$ cat src/rtl/dot_product_feeder.sv
// Vector source for the dot-product engine: buffers A/B, drives start/data_in/stop
// on the engine cadence and keeps a golden wrapped running sum of A[i]*B[i].
module dot_product_feeder #(
  parameter int unsigned WIDTH  = 7,
  parameter int unsigned DEPTH  = 8,
  parameter int unsigned ADDR_W = 3,
  parameter int unsigned SUM_W  = 11
) (
  input  logic              clk,
  input  logic              rst_n,
  input  logic              wr_en,
  input  logic              wr_sel,
  input  logic [ADDR_W-1:0] wr_addr,
  input  logic [WIDTH-1:0]  wr_data,
  input  logic [ADDR_W:0]   len,
  input  logic              go,
  output logic              busy,
  output logic              done,
  output logic              err,
  output logic              start,
  output logic              stop,
  output logic [WIDTH-1:0]  data_out,
  output logic [SUM_W-1:0]  expected
);

  localparam int unsigned PROD_W = 2 * WIDTH;
  localparam int unsigned LEN_W  = ADDR_W + 1;

  typedef enum logic [2:0] {
    IDLE, START, CLEAR, SEND_A, SEND_B, ACC, FIN
  } state_t;

  state_t             state_q, state_d;
  logic [ADDR_W-1:0]  idx_q, idx_d;
  logic [LEN_W-1:0]   len_q, len_d;
  logic [SUM_W-1:0]   expected_d;
  logic               busy_d, done_d, err_d, start_d, stop_d;
  logic [WIDTH-1:0]   data_d;
  logic [PROD_W-1:0]  prod;
  logic               len_ok;
  logic               last;

  logic [WIDTH-1:0]   mem_a [DEPTH];
  logic [WIDTH-1:0]   mem_b [DEPTH];

  assign len_ok = (len != '0) && (len <= LEN_W'(DEPTH));
  assign last   = (LEN_W'(idx_q) == (len_q - LEN_W'(1)));
  assign prod   = PROD_W'(mem_a[idx_q]) * PROD_W'(mem_b[idx_q]);

  // Buffers are deliberately outside reset so contents survive a mid-run reset.
  always_ff @(posedge clk) begin
    if (rst_n && wr_en && (state_q == IDLE)) begin
      if (wr_sel) mem_b[wr_addr] <= wr_data;
      else        mem_a[wr_addr] <= wr_data;
    end
  end

  // Next state plus next values of every registered output.
  always_comb begin
    state_d    = state_q;
    idx_d      = idx_q;
    len_d      = len_q;
    expected_d = expected;
    done_d     = done;
    stop_d     = stop;
    err_d      = wr_en && (state_q != IDLE);

    case (state_q)
      IDLE: begin
        if (go) begin
          if (len_ok) begin
            len_d      = len;
            idx_d      = '0;
            expected_d = '0;
            done_d     = 1'b0;
            stop_d     = 1'b0;
            state_d    = START;
          end else begin
            err_d = 1'b1;
          end
        end
      end
      START:  state_d = CLEAR;
      CLEAR:  state_d = SEND_A;
      SEND_A: state_d = SEND_B;
      SEND_B: state_d = ACC;
      ACC: begin
        expected_d = expected + SUM_W'(prod);
        if (last) begin
          stop_d  = 1'b1;
          state_d = FIN;
        end else begin
          idx_d   = idx_q + ADDR_W'(1);
          state_d = SEND_A;
        end
      end
      FIN: begin
        done_d  = 1'b1;
        state_d = IDLE;
      end
      default: state_d = IDLE;
    endcase

    busy_d  = (state_d != IDLE);
    start_d = (state_d == START);
    case (state_d)
      SEND_A:  data_d = mem_a[idx_d];
      SEND_B:  data_d = mem_b[idx_d];
      default: data_d = '0;
    endcase
  end

  always_ff @(posedge clk) begin
    if (!rst_n) begin
      state_q  <= IDLE;
      idx_q    <= '0;
      len_q    <= '0;
      busy     <= 1'b0;
      done     <= 1'b0;
      err      <= 1'b0;
      start    <= 1'b0;
      stop     <= 1'b0;
      data_out <= '0;
      expected <= '0;
    end else begin
      state_q  <= state_d;
      idx_q    <= idx_d;
      len_q    <= len_d;
      busy     <= busy_d;
      done     <= done_d;
      err      <= err_d;
      start    <= start_d;
      stop     <= stop_d;
      data_out <= data_d;
      expected <= expected_d;
    end
  end

endmodule

$ cat config.mk
export PLATFORM = sky130hd
export DESIGN_NAME = dot_product_feeder
export DESIGN_NICKNAME = d
export VERILOG_FILES = /design/src/rtl/dot_product_feeder.sv
export SDC_FILE = /design/constraint.sdc
export NUM_CORES = 1
export LEC_CHECK = 0
export BUFFER_PORTS_ARGS = -buffer_cell sky130_fd_sc_hd__buf_4
export CELL_PAD_IN_SITES_DETAIL_PLACEMENT = 0
export CELL_PAD_IN_SITES_GLOBAL_PLACEMENT = 1
export CORE_MARGIN = 1.5
export CORE_UTILIZATION = 50
export DETAILED_ROUTE_END_ITERATION = 8
export MAX_ROUTING_LAYER = met4
export PLACE_DENSITY = 0.77
export SYNTH_ARGS = -nofsm -noshare
export SYNTH_HDL_FRONTEND = slang
export SYNTH_SLANG_ARGS = --single-unit
export TNS_END_PERCENT = 100
$ cat constraint.sdc
create_clock -name clk -period 8 [get_ports clk]
set_clock_uncertainty 0.2 [all_clocks]
set_input_delay 0 -clock clk [delete_from_list [all_inputs] [get_ports clk]]
set_output_delay 0 -clock clk [all_outputs]
set_load 0.005 [all_outputs]
==> metrics.csv <==
metric,value,unit
die_width,133,µm
fin_ws,1750,ps
worst-path-max-fanout,20,
syn-cell-area,8410,µm²
dpl_cell_area,8880,µm²
syn_nets,743,
layoutNonFillerInstCount,962,
core_area,16500,µm²
final_common_cell,sky130_fd_sc_hd__edfxtp_1,
synthesis.instances,667,
post_cts.repair.setup_buffers,0,
effective_utilization_at_floorplan,50.9,%
worstPathArrival,6410,ps
antenna_found_initial,0,
adder_cell_share_of_the_synthesized_area,11.2,%
cts_inserted_buffers,17,
rsz0062_at_grt,false,
layout_worst_path_cycle_share,78.1,%
synth.lib_cells_used.distinct,60,
cts_tree,yes,
final.setup.tns,0,ps
clk_latency,420,ps
largest_family_of_logic_cells_by_synthesized_area,multiplexers,
wirelength,19500,µm
clock_tree.root_cell,sky130_fd_sc_hd__clkbuf_16,
layout_cell_area_excl_fill,9740,µm²
drcViolationCount,0,
synth-xor-area-share,1.77,%
report.final.hold_viol_count,0,
yosys_register_bits,145,
antenna_cells_inserted,0,
routed_via_density,5.73,
grt_pass1_vias,5626,
cts_max_path_buffers,2,
synth-main-ff-cell,sky130_fd_sc_hd__edfxtp_1,
cellPowerDensity,181,nW/µm²
cts_sink_count,145,
grt_ovf,0,
post_dr_wirelength_cell,20.3,µm
dp_slack,1750,ps
drt-pass1-iter-count,5,
total_power,1.77,mW
place.detailed.instances,904,
start_kind,flip-flop,
multi_input_area,3990,µm²
layout_common_cells,"sky130_fd_sc_hd__edfxtp_1 (112), sky130_fd_sc_hd__mux2i_1 (88), sky130_fd_sc_hd__inv_1 (59)",
sequential_to_total_area_share_from_yosys_stat,47.8,%
drive_gt1_share,17.7,%
fin_util,58.9,%
timing.final.setup_violations,0,
die_area,17600,µm²
cts.reportedPaths.clkPinSlew,60,ps
groute.usage.overall,24.1,%
final_period_minus_worst_setup_slack,6250,ps
io_pins,42,
postSynthAreaPerCell,12.6,µm²
async_flop_share,0,%
worst_setup_path_end_kind,flip-flop,
fill_cells,1353,
synthToLayoutAreaGrowth,15.8,%
worst_hold_path_type,input port to flip-flop,
whs,31.5,ps
place.gp.congestion,0.805,
grt_first_pass_wirelength,30800,µm
maxSlewHeadroom,30.2,%
final_max_slew_viol_count,0,
irDropWorstVdd,0.155,mV
die_height,133,µm
static-leakage-power,3.84,nW
post_synth_and_or_nand_nor_area_fraction,9.71,%
yosys_warning_count,0,
cts_max_level,4,
regArea,4030,µm²
cp_data_required_time,8160,ps
final_nets,805,
maximum_capacitance_violations,0,
floorplan.rows,47,
antenna_left,0,
grt_start_max_net_pins,57,
synth-compound-area-share,6.62,%
number_of_synthesized_flops_with_an_enable_pin,112,
initialDrtViolationCount,382,
vias,5516,
placement.io_buffers,41,
tightestPinTransition,1050,ps
run_status,"complete, no violations",
yosys-mux-area-fraction,18.0,%
critPathKind,flip-flop to flip-flop,
max_frequency,160,MHz
post-dp-hpwl,13800,µm
==> per-layer routing <==
metal | vias up | share of wire, % | track usage [%]
met1 | 2773 | 44 | 29.9
met3 | 35 | 3.6 | 4.10
met2 | 149 | 49 | 40.4
met5 | - | 0 | -
met4 | 0 | 2.5 | 8.18
li1 | 2559 | - | -
==> synthesized netlist by cell type (2+ instances only) <==
library cell | number | area, µm²
sky130_fd_sc_hd__ha_1 | 26 | 325
sky130_fd_sc_hd__buf_4 | 4 | 30.0
sky130_fd_sc_hd__mux4_2 | 28 | 631
sky130_fd_sc_hd__o21bai_1 | 4 | 30.0
sky130_fd_sc_hd__mux2i_1 | 88 | 881
sky130_fd_sc_hd__and2_1 | 6 | 37.5
sky130_fd_sc_hd__a31o_2 | 2 | 17.5
sky130_fd_sc_hd__a21o_1 | 3 | 22.5
sky130_fd_sc_hd__a211oi_1 | 3 | 22.5
sky130_fd_sc_hd__buf_6 | 5 | 56.3
sky130_fd_sc_hd__o31ai_1 | 2 | 15.0
sky130_fd_sc_hd__nand3_1 | 32 | 160
sky130_fd_sc_hd__a31oi_1 | 2 | 12.5
sky130_fd_sc_hd__xnor2_1 | 12 | 105
sky130_fd_sc_hd__nand2_1 | 22 | 82.6
sky130_fd_sc_hd__nand2b_1 | 5 | 31.3
sky130_fd_sc_hd__edfxtp_1 | 112 | 3360
sky130_fd_sc_hd__a21oi_1 | 20 | 100
sky130_fd_sc_hd__a21boi_0 | 11 | 82.6
sky130_fd_sc_hd__o22ai_1 | 3 | 18.8
sky130_fd_sc_hd__dfxtp_1 | 33 | 661
sky130_fd_sc_hd__xor2_1 | 5 | 43.8
sky130_fd_sc_hd__nand4_1 | 2 | 12.5
sky130_fd_sc_hd__buf_2 | 12 | 60.1
sky130_fd_sc_hd__a22oi_1 | 6 | 45.0
sky130_fd_sc_hd__o21ai_0 | 8 | 40.0
sky130_fd_sc_hd__o211ai_1 | 5 | 37.5
sky130_fd_sc_hd__nand3b_1 | 3 | 22.5
sky130_fd_sc_hd__or2_2 | 12 | 75.1
sky130_fd_sc_hd__nor3_1 | 7 | 35.0
sky130_fd_sc_hd__clkbuf_1 | 10 | 37.5
sky130_fd_sc_hd__fa_1 | 31 | 621
sky130_fd_sc_hd__nor2b_1 | 7 | 43.8
sky130_fd_sc_hd__nand4b_1 | 2 | 17.5
sky130_fd_sc_hd__nor2_1 | 51 | 191
sky130_fd_sc_hd__inv_1 | 59 | 221
==> worst max-delay path: stages, from the launching register on <==
cell and delay, ps:
sky130_fd_sc_hd__dfxtp_2 610, sky130_fd_sc_hd__buf_4 460, sky130_fd_sc_hd__mux4_2 550, sky130_fd_sc_hd__mux2i_1 560, sky130_fd_sc_hd__nor2_1 170, sky130_fd_sc_hd__fa_1 560
sky130_fd_sc_hd__inv_1 50, sky130_fd_sc_hd__fa_1 470, sky130_fd_sc_hd__inv_1 50, sky130_fd_sc_hd__fa_1 520, sky130_fd_sc_hd__inv_1 50, sky130_fd_sc_hd__fa_1 520
sky130_fd_sc_hd__inv_1 40, sky130_fd_sc_hd__ha_1 320, sky130_fd_sc_hd__a21oi_1 100, sky130_fd_sc_hd__o21bai_1 140, sky130_fd_sc_hd__a21oi_1 90, sky130_fd_sc_hd__or4b_2 630
sky130_fd_sc_hd__nand3_1 80
==> logic make-up (layout without fill, tap and decap cells) <==
kind of cell,count (synthesis),count (layout)
flops,145,145
compound gates,80,80
mux,116,116
fa+ha+maj,57,57
xor+xnor,17,17
simple gates,161,161
buf+inv,91,166
==> what timing repair did <==
item,4_1_cts,5_1_grt
hold buffers,26,0
gates resized for setup,0,0
endpoints found under the hold margin,166,0
==> layout make-up <==
cell class	count	share of cell area [%]
sequential	145	41.3
multi-input combinational	431	41.0
timing repair buffer	75	6.45
clock buffer	18	4.41
tap	220	2.83
inverter	59	2.27
clock inverter	14	1.73
==> power breakdown <==
group          internal (mW)  switching, mW  leakage [nW]
sequential             0.820        0.00777          1.28
combinational         0.0571         0.0713          2.28
clock                  0.471          0.340         0.284
==> flip-flops by register name, summed over array words and instances, names as in the netlist <==
| register | flops |
|---|---|
| len_q | 4 |
| done | 1 |
| idx_q | 3 |
| state_q | 3 |
| start | 1 |
| expected | 11 |
| mem_b | 56 |
| data_out | 7 |
| stop | 1 |
| mem_a | 56 |
| err | 1 |
| busy | 1 |
==> final timing paths <==
| check | startpoint | to | slack [ps] | cells after the start |
|---|---|---|---|---|
| max reg2reg | idx_q[0]$_SDFF_PN0_ | expected[9]$_SDFFE_PN0P_ | 1750 | 18 |
| max | idx_q[0]$_SDFF_PN0_ | expected[9]$_SDFFE_PN0P_ | 1750 | 18 |
| min reg2reg | expected[3]$_SDFFE_PN0P_ | expected[3]$_SDFFE_PN0P_ | 300 | 2 |
| min | wr_sel | mem_a[2][1]$_DFFE_PP_ | 30 | 3 |
Note: power is estimated with default switching activity, not from simulation.
